===== src/rtl/la_capture_ctrl.sv =====
// -----------------------------------------------------------------------------
// la_capture_ctrl
//   Sequencer for a logic-analyser capture buffer. It drives the companion
//   write/read address generator so that, once the buffer is full, the read
//   pointer sits pre_depth samples before the trigger point.
//
//   Optional feature (macro LA_AUTO_TRIG_EN): auto-trigger after AUTO_TRIG_CYC
//   cycles in ARMED without a trigger; trig_auto flags that it happened.
//
// Ports
//   nrst      async active-low reset
//   clk       clock
//   start     pulse: arm (or restart) a capture
//   stop      pulse: abort / end capture, wins over start
//   trig      trigger strobe, honoured only in ARMED
//   wr_inc    sample strobe shared with the address generator
//   pre_depth pre-trigger sample count (1 .. 2^ADDR_W-2048)
//   wr_end    buffer-full flag, honoured only in POST / DONE
//   rd_req    host read-advance strobe (DONE only)
//   wr_en     write enable to the address generator
//   load_w2r  copy write address into read address
//   rd_inc    apply rd_step to the read address
//   rd_step   signed 8-bit read-address step
//   busy      capture in progress (not IDLE / DONE)
//   done      capture complete, buffer readable
//   trig_auto capture was triggered by timeout
//   state     current state encoding
// -----------------------------------------------------------------------------
module la_capture_ctrl #(
   parameter int ADDR_W        = 18,
   parameter int AUTO_TRIG_CYC = 1000000
) (
   input  logic              nrst,
   input  logic              clk,
   input  logic              start,
   input  logic              stop,
   input  logic              trig,
   input  logic              wr_inc,
   input  logic [ADDR_W-1:0] pre_depth,
   input  logic              wr_end,
   input  logic              rd_req,
   output logic              wr_en,
   output logic              load_w2r,
   output logic              rd_inc,
   output logic [7:0]        rd_step,
   output logic              busy,
   output logic              done,
   output logic              trig_auto,
   output logic [2:0]        state
);

   typedef enum logic [2:0] {
      IDLE  = 3'd0,
      CLR0  = 3'd1,
      CLR1  = 3'd2,
      PRE   = 3'd3,
      ARMED = 3'd4,
      ADJ   = 3'd5,
      POST  = 3'd6,
      DONE  = 3'd7
   } state_t;

   state_t            st;
   logic [ADDR_W-1:0] cnt;      // pre-fill sample counter
   logic [ADDR_W-1:0] rem;      // remaining backward read adjustment
   logic [ADDR_W-1:0] depth_q;  // pre_depth as seen during PRE
   logic              adj_big;
   logic [ADDR_W-1:0] adj_amt;
   logic              pre_hit;
   logic              trig_eff;
   logic              to_hit;

   assign state   = st;
   assign adj_big = (rem >= ADDR_W'(128));
   assign adj_amt = adj_big ? ADDR_W'(128) : rem;
   // count reaches pre_depth on this sample
   assign pre_hit = wr_inc && (cnt >= pre_depth - ADDR_W'(1));

`ifdef LA_AUTO_TRIG_EN
   localparam int TO_W = $clog2(AUTO_TRIG_CYC + 1);
   logic [TO_W-1:0] to_cnt;
   assign to_hit = (to_cnt == TO_W'(AUTO_TRIG_CYC - 1));
`else
   logic unused_cfg;
   assign unused_cfg = (AUTO_TRIG_CYC == 0);
   assign to_hit     = 1'b0;
   assign trig_auto  = 1'b0;
`endif

   assign trig_eff = trig | to_hit;

   always_ff @(posedge clk or negedge nrst) begin
      if (!nrst) begin
         st      <= IDLE;
         cnt     <= '0;
         rem     <= '0;
         depth_q <= '0;
`ifdef LA_AUTO_TRIG_EN
         to_cnt    <= '0;
         trig_auto <= 1'b0;
`endif
      end else if (stop) begin
         st <= IDLE;
      end else if (start) begin
         st <= CLR0;
`ifdef LA_AUTO_TRIG_EN
         trig_auto <= 1'b0;
`endif
      end else begin
         case (st)
            CLR0: st <= CLR1;
            CLR1: begin
               cnt <= '0;
               st  <= PRE;
            end
            PRE: begin
               depth_q <= pre_depth;
               if (wr_inc && cnt < pre_depth) cnt <= cnt + ADDR_W'(1);
               if (pre_hit) begin
                  st <= ARMED;
`ifdef LA_AUTO_TRIG_EN
                  to_cnt <= '0;
`endif
               end
            end
            ARMED: begin
               if (trig_eff) begin
                  st  <= ADJ;
                  rem <= depth_q - ADDR_W'(1);
`ifdef LA_AUTO_TRIG_EN
                  if (!trig) trig_auto <= 1'b1;
`endif
               end
`ifdef LA_AUTO_TRIG_EN
               else begin
                  to_cnt <= to_cnt + TO_W'(1);
               end
`endif
            end
            ADJ: begin
               if (rem == '0) st <= POST;
               else           rem <= rem - adj_amt;
            end
            POST: if (wr_end) st <= DONE;
            default: ;  // IDLE waits for start, DONE holds until start/stop
         endcase
      end
   end

   always_comb begin
      wr_en    = 1'b0;
      load_w2r = 1'b0;
      rd_inc   = 1'b0;
      rd_step  = 8'h00;
      busy     = (st != IDLE) && (st != DONE);
      done     = (st == DONE);
      case (st)
         CLR0: load_w2r = 1'b1;
         CLR1: begin
            rd_inc  = 1'b1;
            rd_step = 8'hFF;
         end
         PRE, ARMED: begin
            // read pointer tracks one behind the write pointer
            wr_en   = 1'b1;
            rd_inc  = wr_inc;
            rd_step = 8'h01;
         end
         ADJ: begin
            wr_en = 1'b1;
            if (rem != '0) begin
               rd_inc  = 1'b1;
               rd_step = adj_big ? 8'h80 : (8'h00 - rem[7:0]);
            end
         end
         POST: wr_en = 1'b1;
         DONE: begin
            // keep writing enabled so wr_end stays latched in the generator
            wr_en   = 1'b1;
            rd_inc  = rd_req;
            rd_step = 8'h01;
         end
         default: ;
      endcase
   end

endmodule


===== config.mk =====
export PLATFORM = sky130hd
export DESIGN_NAME = la_capture_ctrl
export DESIGN_NICKNAME = d
export VERILOG_FILES = /design/src/rtl/la_capture_ctrl.sv
export SDC_FILE = /design/constraint.sdc
export NUM_CORES = 1
export LEC_CHECK = 0
export CAP_MARGIN = 5
export CORE_MARGIN = 2
export CORE_UTILIZATION = 30
export CTS_CLUSTER_DIAMETER = 60
export CTS_CLUSTER_SIZE = 16
export DETAILED_ROUTE_END_ITERATION = 12
export PLACE_DENSITY = 0.44
export SLEW_MARGIN = 0
export SYNTH_ARGS = -nofsm -noshare
export SYNTH_HDL_FRONTEND = slang
export SYNTH_SLANG_ARGS = --single-unit

===== constraint.sdc =====
create_clock -name clk -period 2.74 [get_ports clk]
set_clock_uncertainty 0.2 [all_clocks]
set_input_delay 0.274 -clock clk [delete_from_list [all_inputs] [get_ports clk]]
set_output_delay 0.274 -clock clk [all_outputs]
set_load 0.01 [all_outputs]

==> summary.txt <==
CTS
  • Clock buffer depth: 2
  • Clock transition at path regs: 0.05 ns
  • Root buf cell: clkbuf_16
  • H-tree depth: 3
  • Clock latency on the worst-skew pair: 0.34 ns
  • Clock Sinks: 57
  • TritonCTS clock tree: built
  • Cts bufs inserted: 9

Power and ir drop
  • Pleak: 3.062 nW
  • Worst IR Drop VDD: 0.0003617 V
  • Net Sw Power: 0.0008664 W
  • Clk network pwr share: 37.4%
  • Sequential share of power: 34.1%
  • Pwr Density: 432.5 nW/um^2
  • Comb power frac: 28.6%
  • Switch share: 30.37%
  • Power consumption: 0.002853 W
  • P_int: 0.001986 W

Cells and area
  • Area grow syn2layout: 44.02%
  • Layout cell share with drive strength beyond 1: 28.53%
  • Finished Cell Area: 6595 sq um
  • # nets final: 771
  • Ant diodes: 0

Timing
  • Max Slew Vio Count: 0
  • Final hold violations: 0
  • PnR worst setup slack: -0.2173 ns
  • Tmin final: 2.957 ns
  • RSZ-0062 raised after global routing: true
  • Fin crit share: 107.9%
  • Fmax: 0.3381 GHz
  • Fin Hold WS: 0.1668 ns
  • Final setup fails: 3

Floorplanning
  • Die Height: 127.6 microns
  • Initial Util: 30.46%
  • Core Area: 15030 sq um
  • IO Pins: 43
  • Width of the die: 127.6 microns
  • Die footprint: 16270 sq um
  • FP Rows: 45

Synthesis
  • Post-Syn Area: 4579 sq um
  • Post-synthesis net count: 627
  • Share of async-settable or async-resettable flops after synthesis: 100.0%
  • Sequential-to-total area share from yosys stat: 31.15%
  • Area contributors post-synth: dfrtp_1 (31%), ha_1 (11%), o21ai_0 (7.4%), a21oi_1 (5.0%), nand2_1 (4.6%)
  • Synthesized area per cell: 8.177 sq um
  • Area fraction of the dominant cell type after synthesis: 31.15%
  • Count leader, synth: o21ai_0
  • Top post-synthesis cells by count: o21ai_0 (68), dfrtp_1 (57), nand2_1 (56)
  • Synthesis Warnings: 0
  • Post-Syn Instances: 560
  • Synth Flop Type: dfrtp_1
  • Count of different cell masters after synthesis: 63
  • Post-synth EDFFs: 0
  • Number of synthesized register bits: 57
  • Yosys top cell by area: dfrtp_1

Run status
  • Outcome: finished, violations left
  • Violated checks: negative setup slack

Placement
  • Port bufs: 41
  • Placed instance area: 5893 sq um
  • Placer Congestion: 0.8585
  • DP HPWL: 10730 microns

Hold path
  • Hold Crit Start: pre_depth[1]
  • HP Class: in2reg

GRT
  • GRT Residual Overflow: 0
  • GRT Util Overall: 17.48%
  • Antenna violations before repair: 0
  • Global-route wire length before repair: 22430 microns
  • Largest net degree at the start of global routing: 58
  • Vias in the first global route: 4550

Drt
  • Post-route ant nets: 0
  • DRT Wirelength: 14160 microns
  • Drc violations: 0
  • First-pass detailed-route iteration total: 4
  • Via Count: 4584
  • Routed len/inst: 15.80 microns
  • Initial DRC Count: 166
  • Avg Vias per Cell: 5.116

Setup path
  • Crit path cell chain: buf_6, or4_4, or3_4, nor3_4, nand2_2, nor2_2, xnor2_1, ha_1, and4_1, a2111oi_2, o21ai_1, nand3_1, o21ai_2, nor4_1
  • R2R Path Start: cnt[17]$_DFFE_PN0P_
  • CP max-delay cell: or4_4
  • Critical path peak fanout: 3
  • Crit path kind: in2reg
  • Worst setup EP type: register
  • CP arrival: 2.98 ns
  • Delay-heaviest family, CP: simple AND/OR/NAND/NOR gates
  • Max incr delay on CP: 0.52 ns
  • Critical path required time: 2.77 ns
  • CP startpoint kind: input pin
  • CP startpoint: pre_depth[0]
  • WP buf/inv: 1

Run
  • Total of max-cap violations: 0
## worst register-to-register path: stages, from the launching register on
cell,delay [ns]
dfrtp_1,0.43
ha_4,0.19
nor4bb_4,0.28
o211ai_1,0.21
a211oi_2,0.31
a21oi_4,0.14
clkbuf_16,0.19
or4_1,0.50
a21oi_1,0.14
## placed cells by master (no fill, tap or decap), types with 19 or more instances in the layout
cell             instances
a21oi_1                 40
dfrtp_1                 54
buf_4                  107
xnor2_1                 20
nand2_1                 53
ha_1                    36
inv_1                   21
clkdlybuf4s50_1         19
nor2_1                  28
o21ai_0                 59
## timing repair
item                                    CTS  global route
hold buffers                              1             0
pin swaps                                24            23
gates resized for setup                  53            46
setup buffers                             8            10
cloned                                    0             2
endpoints found under the setup margin   12            26
endpoints found under the hold margin    57             0
## metal layers
layer | GRT usage, % | wire, microns | share of wire, %
met1 | 21.42 | 6647 | 47
met2 | 29.25 | 6767 | 48
met3 | 4.355 | 400 | 2.8
met4 | 7.434 | 340 | 2.4
met5 | 0 | 0 | 0
## area by class of cell
| type | instances | area [sq um] |
|---|---|---|
| clock inverters | 3 | 15.01 |
| fillers | 1473 | 8438 |
| clock buffers | 12 | 266.5 |
| well taps | 188 | 235.2 |
| multi-input cells | 448 | 3177 |
| flip-flops and latches | 57 | 1430 |
| inverters | 31 | 116.4 |
| repair buffers | 157 | 1355 |
## through the flow
| step | setup TNS (ns) | cells | utilization (%) | worst slack, ns |
|---|---|---|---|---|
| 6_report | -0.4668 | 896 | 43.87 | -0.2173 |
| 5_1_grt | -0.8778 | 896 | 43.87 | -0.3113 |
| 4_1_cts | -0.4271 | 885 | 42.00 | -0.1976 |
| 3_5_place_dp | -7.605 | 861 | 39.20 | -1.102 |
| 3_3_place_gp | -6.951 | 861 | 39.20 | -0.9903 |
| 2_1_floorplan | -1.117 | 560 | - | -0.4385 |
## power groups by stage
stage / logic [W] / clock network [W] / registers [W]
2_1_floorplan: 0.000440 / 0 / 0.000973
3_3_place_gp: 0.000752 / 0 / 0.000983
3_5_place_dp: 0.000763 / 0 / 0.000985
4_1_cts: 0.000787 / 0.00111 / 0.000971
5_1_grt: 0.000909 / 0.00114 / 0.000984
6_report: 0.000815 / 0.00107 / 0.000972
## flip-flops by register name, summed over array words and instances (netlist names)
| signal | cells |
|---|---|
| depth_q | 18 |
| state | 3 |
| rem | 18 |
| cnt | 18 |
## logic make-up after synthesis
group	Yosys count	share of synthesized area [%]
compound gates	174	22.87
fa+ha+maj	41	11.20
other cells	2	0.1640
simple gates	198	23.33
buf+inv	55	4.973
flops	57	31.15
xor+xnor	33	6.311
## worst paths after layout
path | endpoint | slack, ns | cells past startpoint
hold / removal | depth_q[1]$_DFFE_PN0P_ | 0.17 | 4
setup / recovery | state[1]$_DFFE_PN0P_ | -0.22 | 14
max in group asynchronous | rem[12]$_DFFE_PN0P_ | 1.78 | 3
hold reg to reg | depth_q[17]$_DFFE_PN0P_ | 0.31 | 2
min in group asynchronous | rem[4]$_DFFE_PN0P_ | 0.27 | 3
setup reg to reg | cnt[12]$_DFFE_PN0P_ | 0.08 | 8
Note: power is estimated with default switching activity, not from simulation.
